File: src/rtl/meter_pkg.sv
// Shared definitions for the parking-meter time counter.
// Holds the default BCD constants (add amounts, presets, low-time threshold),
// the state encoding and a helper that classifies a BCD time value.
package meter_pkg;

  localparam logic [15:0] ADD0_DEF       = 16'h0060;
  localparam logic [15:0] ADD1_DEF       = 16'h0120;
  localparam logic [15:0] ADD2_DEF       = 16'h0180;
  localparam logic [15:0] ADD3_DEF       = 16'h0300;
  localparam logic [15:0] PRESET0_DEF    = 16'h0015;
  localparam logic [15:0] PRESET1_DEF    = 16'h0150;
  localparam logic [15:0] LOW_THRESH_DEF = 16'h0180;
  localparam logic [15:0] BCD_MAX        = 16'h9999;

  typedef enum logic [1:0] {
    StExpired = 2'd0,
    StLow     = 2'd1,
    StRunning = 2'd2
  } meter_state_e;

  // Valid BCD orders the same way as binary, so a plain compare works here.
  function automatic meter_state_e state_of(input logic [15:0] t, input logic [15:0] thresh);
    if (t == 16'h0000) begin
      return StExpired;
    end else if (t < thresh) begin
      return StLow;
    end
    return StRunning;
  endfunction

endpackage

File: src/rtl/bcd_digit_addsub.sv
// One BCD digit of an add/subtract ripple chain.
// Ports:
//   i_a, i_b : BCD operand digits (0-9)
//   i_cin    : carry-in (add) or borrow-in (subtract)
//   i_sub    : 1 = a - b - cin, 0 = a + b + cin
//   o_y      : BCD result digit (0-9)
//   o_cout   : carry-out (add) or borrow-out (subtract)
module bcd_digit_addsub (
  input  logic [3:0] i_a,
  input  logic [3:0] i_b,
  input  logic       i_cin,
  input  logic       i_sub,
  output logic [3:0] o_y,
  output logic       o_cout
);

  logic [4:0] w_sum;
  logic [4:0] w_dif;

  always_comb begin
    w_sum  = {1'b0, i_a} + {1'b0, i_b} + {4'd0, i_cin};
    w_dif  = {1'b0, i_a} - {1'b0, i_b} - {4'd0, i_cin};
    o_y    = 4'd0;
    o_cout = 1'b0;
    if (i_sub) begin
      // Negative result wraps in 4 bits; adding 10 restores the BCD digit.
      if (w_dif[4]) begin
        o_y    = w_dif[3:0] + 4'd10;
        o_cout = 1'b1;
      end else begin
        o_y = w_dif[3:0];
      end
    end else if (w_sum > 5'd9) begin
      o_y    = w_sum[3:0] + 4'd6;
      o_cout = 1'b1;
    end else begin
      o_y = w_sum[3:0];
    end
  end

endmodule

File: src/rtl/meter_time_counter.sv
// Time-keeping core of the parking meter: remaining time as 4 BCD digits.
// Adds time on add pulses, loads presets, counts down on the 1 Hz tick.
// Ports:
//   i_clk          : system clock
//   i_rst          : synchronous active-high reset
//   i_tick_1hz     : one-cycle enable per second
//   i_add_pulse    : one-cycle add requests (lowest index wins)
//   i_preset_pulse : one-cycle preset loads (bit 0 wins)
//   o_digit3..0    : BCD thousands..ones (registered)
//   o_low_time     : 0 < time < LOW_THRESH (registered)
//   o_expired      : time == 0 (registered)
module meter_time_counter
  import meter_pkg::*;
#(
  parameter logic [15:0] ADD0       = ADD0_DEF,
  parameter logic [15:0] ADD1       = ADD1_DEF,
  parameter logic [15:0] ADD2       = ADD2_DEF,
  parameter logic [15:0] ADD3       = ADD3_DEF,
  parameter logic [15:0] PRESET0    = PRESET0_DEF,
  parameter logic [15:0] PRESET1    = PRESET1_DEF,
  parameter logic [15:0] LOW_THRESH = LOW_THRESH_DEF
) (
  input  logic       i_clk,
  input  logic       i_rst,
  input  logic       i_tick_1hz,
  input  logic [3:0] i_add_pulse,
  input  logic [1:0] i_preset_pulse,
  output logic [3:0] o_digit3,
  output logic [3:0] o_digit2,
  output logic [3:0] o_digit1,
  output logic [3:0] o_digit0,
  output logic       o_low_time,
  output logic       o_expired
);

  logic [15:0]  r_time;
  meter_state_e r_state;
  logic         r_low_time;
  logic         r_expired;

  logic [15:0]  w_time_d;
  meter_state_e w_state_d;
  logic [15:0]  w_dec;
  logic [4:0]   w_dec_c;
  logic [15:0]  w_base;
  logic [15:0]  w_add_val;
  logic [15:0]  w_sum;
  logic [4:0]   w_add_c;
  logic         w_time_zero;

  // Decrement chain: borrow 1 into the ones digit.
  assign w_dec_c[0] = 1'b1;
  // Borrow out of the thousands digit only happens when time is 0000.
  assign w_time_zero = w_dec_c[4];

  // Add chain operand: decremented time when a tick rides along with the add.
  assign w_base     = (i_tick_1hz && !w_time_zero) ? w_dec : r_time;
  assign w_add_c[0] = 1'b0;

  always_comb begin
    w_add_val = ADD3;
    if (i_add_pulse[0]) begin
      w_add_val = ADD0;
    end else if (i_add_pulse[1]) begin
      w_add_val = ADD1;
    end else if (i_add_pulse[2]) begin
      w_add_val = ADD2;
    end
  end

  for (genvar g = 0; g < 4; g++) begin : g_chain
    bcd_digit_addsub u_dec (
      .i_a    (r_time[4*g +: 4]),
      .i_b    (4'd0),
      .i_cin  (w_dec_c[g]),
      .i_sub  (1'b1),
      .o_y    (w_dec[4*g +: 4]),
      .o_cout (w_dec_c[g+1])
    );
    bcd_digit_addsub u_add (
      .i_a    (w_base[4*g +: 4]),
      .i_b    (w_add_val[4*g +: 4]),
      .i_cin  (w_add_c[g]),
      .i_sub  (1'b0),
      .o_y    (w_sum[4*g +: 4]),
      .o_cout (w_add_c[g+1])
    );
  end

  // Next-state: priority preset > add > tick.
  always_comb begin
    w_time_d = r_time;
    if (i_preset_pulse[0]) begin
      w_time_d = PRESET0;
    end else if (i_preset_pulse[1]) begin
      w_time_d = PRESET1;
    end else if (|i_add_pulse) begin
      w_time_d = w_add_c[4] ? BCD_MAX : w_sum;
    end else if (i_tick_1hz && !w_time_zero) begin
      w_time_d = w_dec;
    end
    w_state_d = state_of(w_time_d, LOW_THRESH);
  end

  always_ff @(posedge i_clk) begin
    if (i_rst) begin
      r_time     <= 16'h0000;
      r_state    <= StExpired;
      r_expired  <= 1'b1;
      r_low_time <= 1'b0;
    end else begin
      r_time     <= w_time_d;
      r_state    <= w_state_d;
      r_expired  <= (w_state_d == StExpired);
      r_low_time <= (w_state_d == StLow);
    end
  end

  assign o_digit3   = r_time[15:12];
  assign o_digit2   = r_time[11:8];
  assign o_digit1   = r_time[7:4];
  assign o_digit0   = r_time[3:0];
  assign o_low_time = r_low_time;
  assign o_expired  = r_expired;

  // r_state mirrors the flags; kept so the FSM is visible in waveforms.
  logic w_state_unused;
  assign w_state_unused = ^r_state;

endmodule

File: config.mk
export PLATFORM = sky130hd
export DESIGN_NAME = meter_time_counter
export DESIGN_NICKNAME = d
export VERILOG_FILES = /design/src/rtl/meter_pkg.sv /design/src/rtl/bcd_digit_addsub.sv /design/src/rtl/meter_time_counter.sv
export SDC_FILE = /design/constraint.sdc
export NUM_CORES = 1
export LEC_CHECK = 0
export ABC_AREA = 1
export BUFFER_PORTS_ARGS = -buffer_cell sky130_fd_sc_hd__buf_2
export CORE_MARGIN = 3
export CORE_UTILIZATION = 53
export CTS_CLUSTER_DIAMETER = 100
export CTS_CLUSTER_SIZE = 10
export DETAILED_ROUTE_END_ITERATION = 7
export PLACE_DENSITY = 0.78
export SYNTH_ARGS = -nofsm -noshare
export SYNTH_HDL_FRONTEND = slang
export SYNTH_SLANG_ARGS = --single-unit
export TNS_END_PERCENT = 20
File: constraint.sdc
create_clock -name i_clk -period 8.7 [get_ports i_clk]
set_input_delay 1.74 -clock i_clk [delete_from_list [all_inputs] [get_ports i_clk]]
set_output_delay 1.74 -clock i_clk [all_outputs]
set_load 0.01 [all_outputs]
== After elaboration in Yosys (flattened, before gate mapping) ==
Cells that the tools add are included.

* Bits in registers: 18
* Bits of input ports: 9
* Output and inout port bits: 18
* Logic and storage cells: 62

* $add $sub $neg: 19
* Magnitude comparators: 5
* Equal/unequal tests: 1
* Mux-type cells: 29
* Reductions and logical operators: 5

{| class="wikitable"
|+ Operators with widths
! kind !! number
|-
| 16-bit 2-to-1 mux || 5
|-
| 4-bit 2-to-1 mux || 8
|-
| 10-bit 2-to-1 mux || 3
|-
| 5-bit by 4-bit greater-than comparator with 1-bit output, second input constant || 4
|-
| 4-bit by 3-bit adder with 4-bit output, second input constant || 4
|-
| 4-bit adder, second input constant || 4
|-
| 16-bit zero test || 1
|-
| 16-bit by 9-bit less-than comparator with 1-bit output, second input constant || 1
|-
| 5-bit by 1-bit adder with 5-bit output || 3
|-
| 4-bit by 1-bit subtractor with 5-bit output || 3
|-
| 4-bit by 4-bit adder with 5-bit output || 2
|-
| 1-bit 2-to-1 mux || 10
|-
| 2-bit 2-to-1 mux || 3
|-
| 4-bit by 1-bit adder with 5-bit output, second input constant || 1
|-
| 4-bit by 2-bit adder with 5-bit output || 1
|-
| 4-bit by 1-bit subtractor with 5-bit output, second input constant || 1
|-
| 4-bit OR reduction || 1
|-
| 2-bit by 1-bit == test with 1-bit output, second input constant || 1
|-
| 2-bit zero test || 1
|-
| 1-bit logical AND || 1
|-
| 1-bit zero test || 1
|}

== Depth between registers and ports, before layout ==
* Depth in word-level cells: 32
* Depth in mapped cells: 57
* Mapped depth without buffers: 57

== Modules after synthesis ==
Synthesis repeated with hierarchy kept, for this count alone.

* Cell total of the unflattened synthesis: 1,085
* Area, all modules: 6,193.4 µm²

{| class="wikitable"
|+ By module, submodules not included
! module !! times used !! cells each !! area an instance (µm²) !! sequential area each (µm²)
|-
| bcd_digit_addsub || 8 || 110 || 621.8 || 0.0
|-
| meter_time_counter || 1 || 205 || 1,218.7 || 360.3
|}

== Worst setup path after synthesis ==
OpenSTA, ideal clock, no wires.

* Path kind: register to register
* From: register r_time[0]
* To: register r_low_time, in the netlist o_low_time
* Library setup time: 0.112 ns
* Data arrival time: 7.143 ns
* Data required time: 8.588 ns
* Setup slack: 1.444 ns
* Cell stages (with the launch flop): 53
* Buffers on the path: 1
* Period minus slack after synthesis: 7.256 ns
* Cell sequence: dfxtp_1 -> inv_1 -> ha_1 -> nand2_1 -> inv_1 -> ha_1 -> ha_1 -> nand3_1 -> inv_1 -> ha_1 -> ha_1 -> nand2_1 -> nor2_1 -> ha_1 -> ha_1 -> nand2_4 -> nand2_8 -> inv_6 -> [17 not listed] -> fa_1 -> nand3_1 -> nand3_4 -> nand2_2 -> ha_1 -> ha_1 -> nand3b_1 -> nand3_2 -> nand3_4 -> nand2_4 -> nand2_4 -> nand2_1 -> a21oi_2 -> nand2_1 -> nor2_1 -> nand3_2 -> nand2_2 -> nor2_2

* Longest elaborated chain between the ends: 32
* Elaborated cells between the ends (all ways): 53
* Those cells by class: add/sub (19); order compare (5); eq/ne (1); mux (25); reduce/logical (3)

{| class="wikitable"
|+ RTL lines
! element !! line !! source
|-
| from (decl) || meter_time_counter.sv:36 || <nowiki>logic [15:0] r_time;</nowiki>
|-
| from (signal assigned) || meter_time_counter.sv:112 || <nowiki>r_time <= w_time_d;</nowiki>
|-
| 4-bit by 1-bit subtractor with 5-bit output || bcd_digit_addsub.sv:22 || <nowiki>w_dif = {1'b0, i_a} - {1'b0, i_b} - {4'd0, i_cin};</nowiki>
|-
| 1-bit 2-to-1 mux || bcd_digit_addsub.sv:27 || <nowiki>if (w_dif[4]) begin</nowiki>
|-
| 4-bit by 1-bit subtractor with 5-bit output || bcd_digit_addsub.sv:22 ||
|-
| 1-bit 2-to-1 mux || bcd_digit_addsub.sv:27 ||
|-
| 4-bit by 1-bit subtractor with 5-bit output || bcd_digit_addsub.sv:22 ||
|-
| 1-bit 2-to-1 mux || bcd_digit_addsub.sv:27 ||
|-
| 4-bit by 1-bit subtractor with 5-bit output || bcd_digit_addsub.sv:22 ||
|-
| 1-bit 2-to-1 mux || bcd_digit_addsub.sv:27 ||
|-
| [16 not listed] || -- ||
|-
| 16-bit 2-to-1 mux * || meter_time_counter.sv:97 || <nowiki>end else if (|i_add_pulse) begin</nowiki>
|-
| 16-bit 2-to-1 mux * || meter_time_counter.sv:95 || <nowiki>end else if (i_preset_pulse[1]) begin</nowiki>
|-
| 16-bit 2-to-1 mux * || meter_time_counter.sv:93 || <nowiki>if (i_preset_pulse[0]) begin</nowiki>
|-
| 16-bit by 9-bit less-than comparator with 1-bit output || meter_pkg.sv:25 || <nowiki>end else if (t < thresh) begin</nowiki>
|-
| 1-bit 2-to-1 mux || meter_pkg.sv:25 ||
|-
| 1-bit 2-to-1 mux || meter_pkg.sv:23 || <nowiki>if (t == 16'h0000) begin</nowiki>
|-
| 2-bit 2-to-1 mux * || meter_pkg.sv:28 || <nowiki>return StRunning;</nowiki>
|-
| 2-bit by 1-bit == test with 1-bit output * || meter_time_counter.sv:115 || <nowiki>r_low_time <= (w_state_d == StLow);</nowiki>
|-
| to (signal assigned) || meter_time_counter.sv:115 ||
|-
| to (decl) || meter_time_counter.sv:38 || <nowiki>logic r_low_time;</nowiki>
|}

Every way passes the cells marked *; elsewhere a longest branch is shown, timed or not.
A chain may end at the register's enable or synchronous reset.

== Final worst setup path ==
Ends and elaborated chain as after synthesis.

==> results.json <==
{
  "vdd_drop_max_v": 0.000141,
  "wl_per_cell_um": 12.1,
  "floorplan.initialDensity": 0.572,
  "numPortBuffers": 26,
  "antenna_found_initial": 0,
  "stdcell_count": 424,
  "dieArea_um2": 5310,
  "core-area_um2": 4140,
  "dp_cells": 420,
  "drive_gt1_frac": 0.262,
  "cts_resized": 0,
  "drt_wl_total_mm": 5.12,
  "critPathMaxFanout": 17,
  "pre_cts_slack_ns": 0.574,
  "layout_commonest_cell": "nand2_1",
  "synth_xor_area_frac": 0.0327,
  "synth-seq-area-share": 0.152,
  "cts_tree": "yes",
  "io_pins": 27,
  "syn_nets": 384,
  "drcViolationCount": 0,
  "clkTransAtPathRegs_ns": 0.07,
  "grt_pass1_vias": 2059,
  "synth_compound_area_frac": 0.0738,
  "cap_violations": 0,
  "arrival_ns": 8.03,
  "max-slew-margin-rel": 0.475,
  "post_dp_cell_area_um2": 2500,
  "first_pass_iters": 4,
  "fin_crit_sh": 0.904,
  "fmax_ghz": 0.127,
  "setup_violations": 0,
  "h-tree-depth": 1,
  "nets": 408,
  "cts_buffer_depth": 2,
  "synth_cell_types": 36,
  "yosys.area_share.simple": 0.482,
  "grt_usage": 0.205,
  "ant_nets": 0,
  "start_kind": "register",
  "hp-class": "register to register",
  "synth.area.top_cells": "dfxtp_1, nand2_1, ha_1",
  "vias": 2219,
  "antenna-diode-count": 0,
  "hold_buffers": 0,
  "required_ns": 8.86,
  "cp-end-kind": "register",
  "synth_fa_ha_area_frac": 0.136,
  "design_area_um2": 2580,
  "yosys.area.top_type": "dfxtp_1",
  "status": "finished, final reports clean",
  "die_w_um": 72.9,
  "finalCriticalPeriod_ns": 7.87,
  "crit_top_cell": "nand2_1",
  "overflow": 0,
  "synth_top_family_by_area": "simple AND/OR/NAND/NOR gates",
  "worstSkewPairLatency_ns": 0.26,
  "path_class": "register to register",
  "critPathMaxStageDelay_ns": 0.48,
  "grt_pass1_wl_mm": 8.74,
  "netlist_instances": 351,
  "cts_sinks": 18,
  "grt_start_max_net_pins": 20,
  "finClkSkew_ns": 0.000689,
  "yosysWarningCount": 0,
  "tightestPinTransition_ns": 0.785,
  "p_leak_nw": 1.37,
  "cts_root_buf": "clkbuf_8",
  "rows": 23,
  "finalHoldViolations": 0,
  "vias_per_cell": 5.23,
  "cellPowerDensity_nw_per_um2": 233,
  "nFillCells": 390,
  "worst_slack_ns": 0.834,
  "worst_path_max_delay_cell": "fa_1",
  "synth-seq-cells": 18,
  "cts_buffers": 3,
  "yosysTopAreaCellShare": 0.152,
  "die_y_um": 72.9,
  "globalplace.congestion": 0.925,
  "drt_iter0_drc": 112,
  "syn_to_final_growth_pct": 8.97,
  "synth_area_um2": 2370,
  "min_path_cells": 6,
  "dpl.hpwl_mm": 4.23,
  "muxShareOfSynthArea": 0,
  "avgSynthCellArea_um2": 6.76,
  "report.final.slew_viol_count": 0,
  "cts_setup_buffers": 0,
  "final_cell_mix": "nand2_1, inv_1, nor2_1, nand3_1, buf_2",
  "reg2reg_depth": 52
}
-- final timing paths --
check / slack, ns / endpoint / startpoint
min reg2reg: 0.80 / r_time[11]$_SDFF_PP0_ / r_time[11]$_SDFF_PP0_
max: 0.83 / o_low_time$_SDFF_PP0_ / r_time[0]$_SDFF_PP0_
min: 0.80 / r_time[11]$_SDFF_PP0_ / r_time[11]$_SDFF_PP0_
max reg2reg: 0.83 / o_low_time$_SDFF_PP0_ / r_time[0]$_SDFF_PP0_
-- critical path, delay by kind of cell (launching register included) --
| kind | cells | cell delay (ns) |
|---|---|---|
| AO/OA/AOI/OAI | 1 | 0.14 |
| XOR/XNOR | 1 | 0.18 |
| adder cells (fa/ha/maj) | 14 | 3.48 |
| buffers and inverters | 7 | 0.50 |
| flip-flops | 1 | 0.34 |
| AND/OR/NAND/NOR | 29 | 3.13 |
-- routing by layer --
layer,track usage,vias to the layer above,wire length (µm),part of all wire
li1,-,1158,-,-
met1,0.280,1005,2460,0.48
met2,0.343,46,2310,0.45
met3,0.00964,10,230,0.045
met4,0.0717,0,123,0.024
met5,0,-,0,0
-- sequential cells by signal, indices dropped and copies added, names as in the netlist --
| signal | count |
|---|---|
| r_time | 16 |
| o_low_time | 1 |
| o_expired | 1 |
-- cell type report --
type                            instances  area, µm²  area share
Timing Repair Buffer                   26        130      0.0503
Sequential cell                        18        360       0.139
Multi-Input combinational cell        266       1740       0.675
Clock buffer                            4       55.1      0.0213
Inverter                               60        233      0.0900
Tap cell                               50       62.6      0.0242
-- per-stage QoR --
step	utilization	power, mW	hold WS, ns	setup TNS [ns]
floorplan	-	0.448	0.723	0
global route	0.624	0.671	0.852	-0.00661
CTS	0.617	0.595	0.780	0
detailed placement	0.604	0.525	0.764	0
finish	0.624	0.603	0.804	0
global placement	0.604	0.516	0.761	0
-- synthesized netlist by cell type, drive strengths merged --
master	instances
a21boi	1
a21oi	9
and2	2
buf	6
clkbuf	1
dfxtp	18
fa	3
ha	21
inv	60
nand2	104
nand3	42
nand3b	4
nand4	12
nor2	40
nor3	1
o211ai	1
o21a	1
o21ai	17
xnor2	1
xor2	7
-- cells by family (layout without fill, tap and decap cells) --
kind of cell,after synthesis,in the layout
flops,18,18
simple gates,205,205
xor+xnor,8,8
compound gates,29,29
fa+ha+maj,24,24
buf+inv,67,90
-- power by group --
group	switching, mW	total [mW]	internal [mW]
sequential	0.00882	0.102	0.0936
combinational	0.272	0.432	0.160
clock	0.0290	0.0693	0.0403
Power figures use the tool's default switching activity.
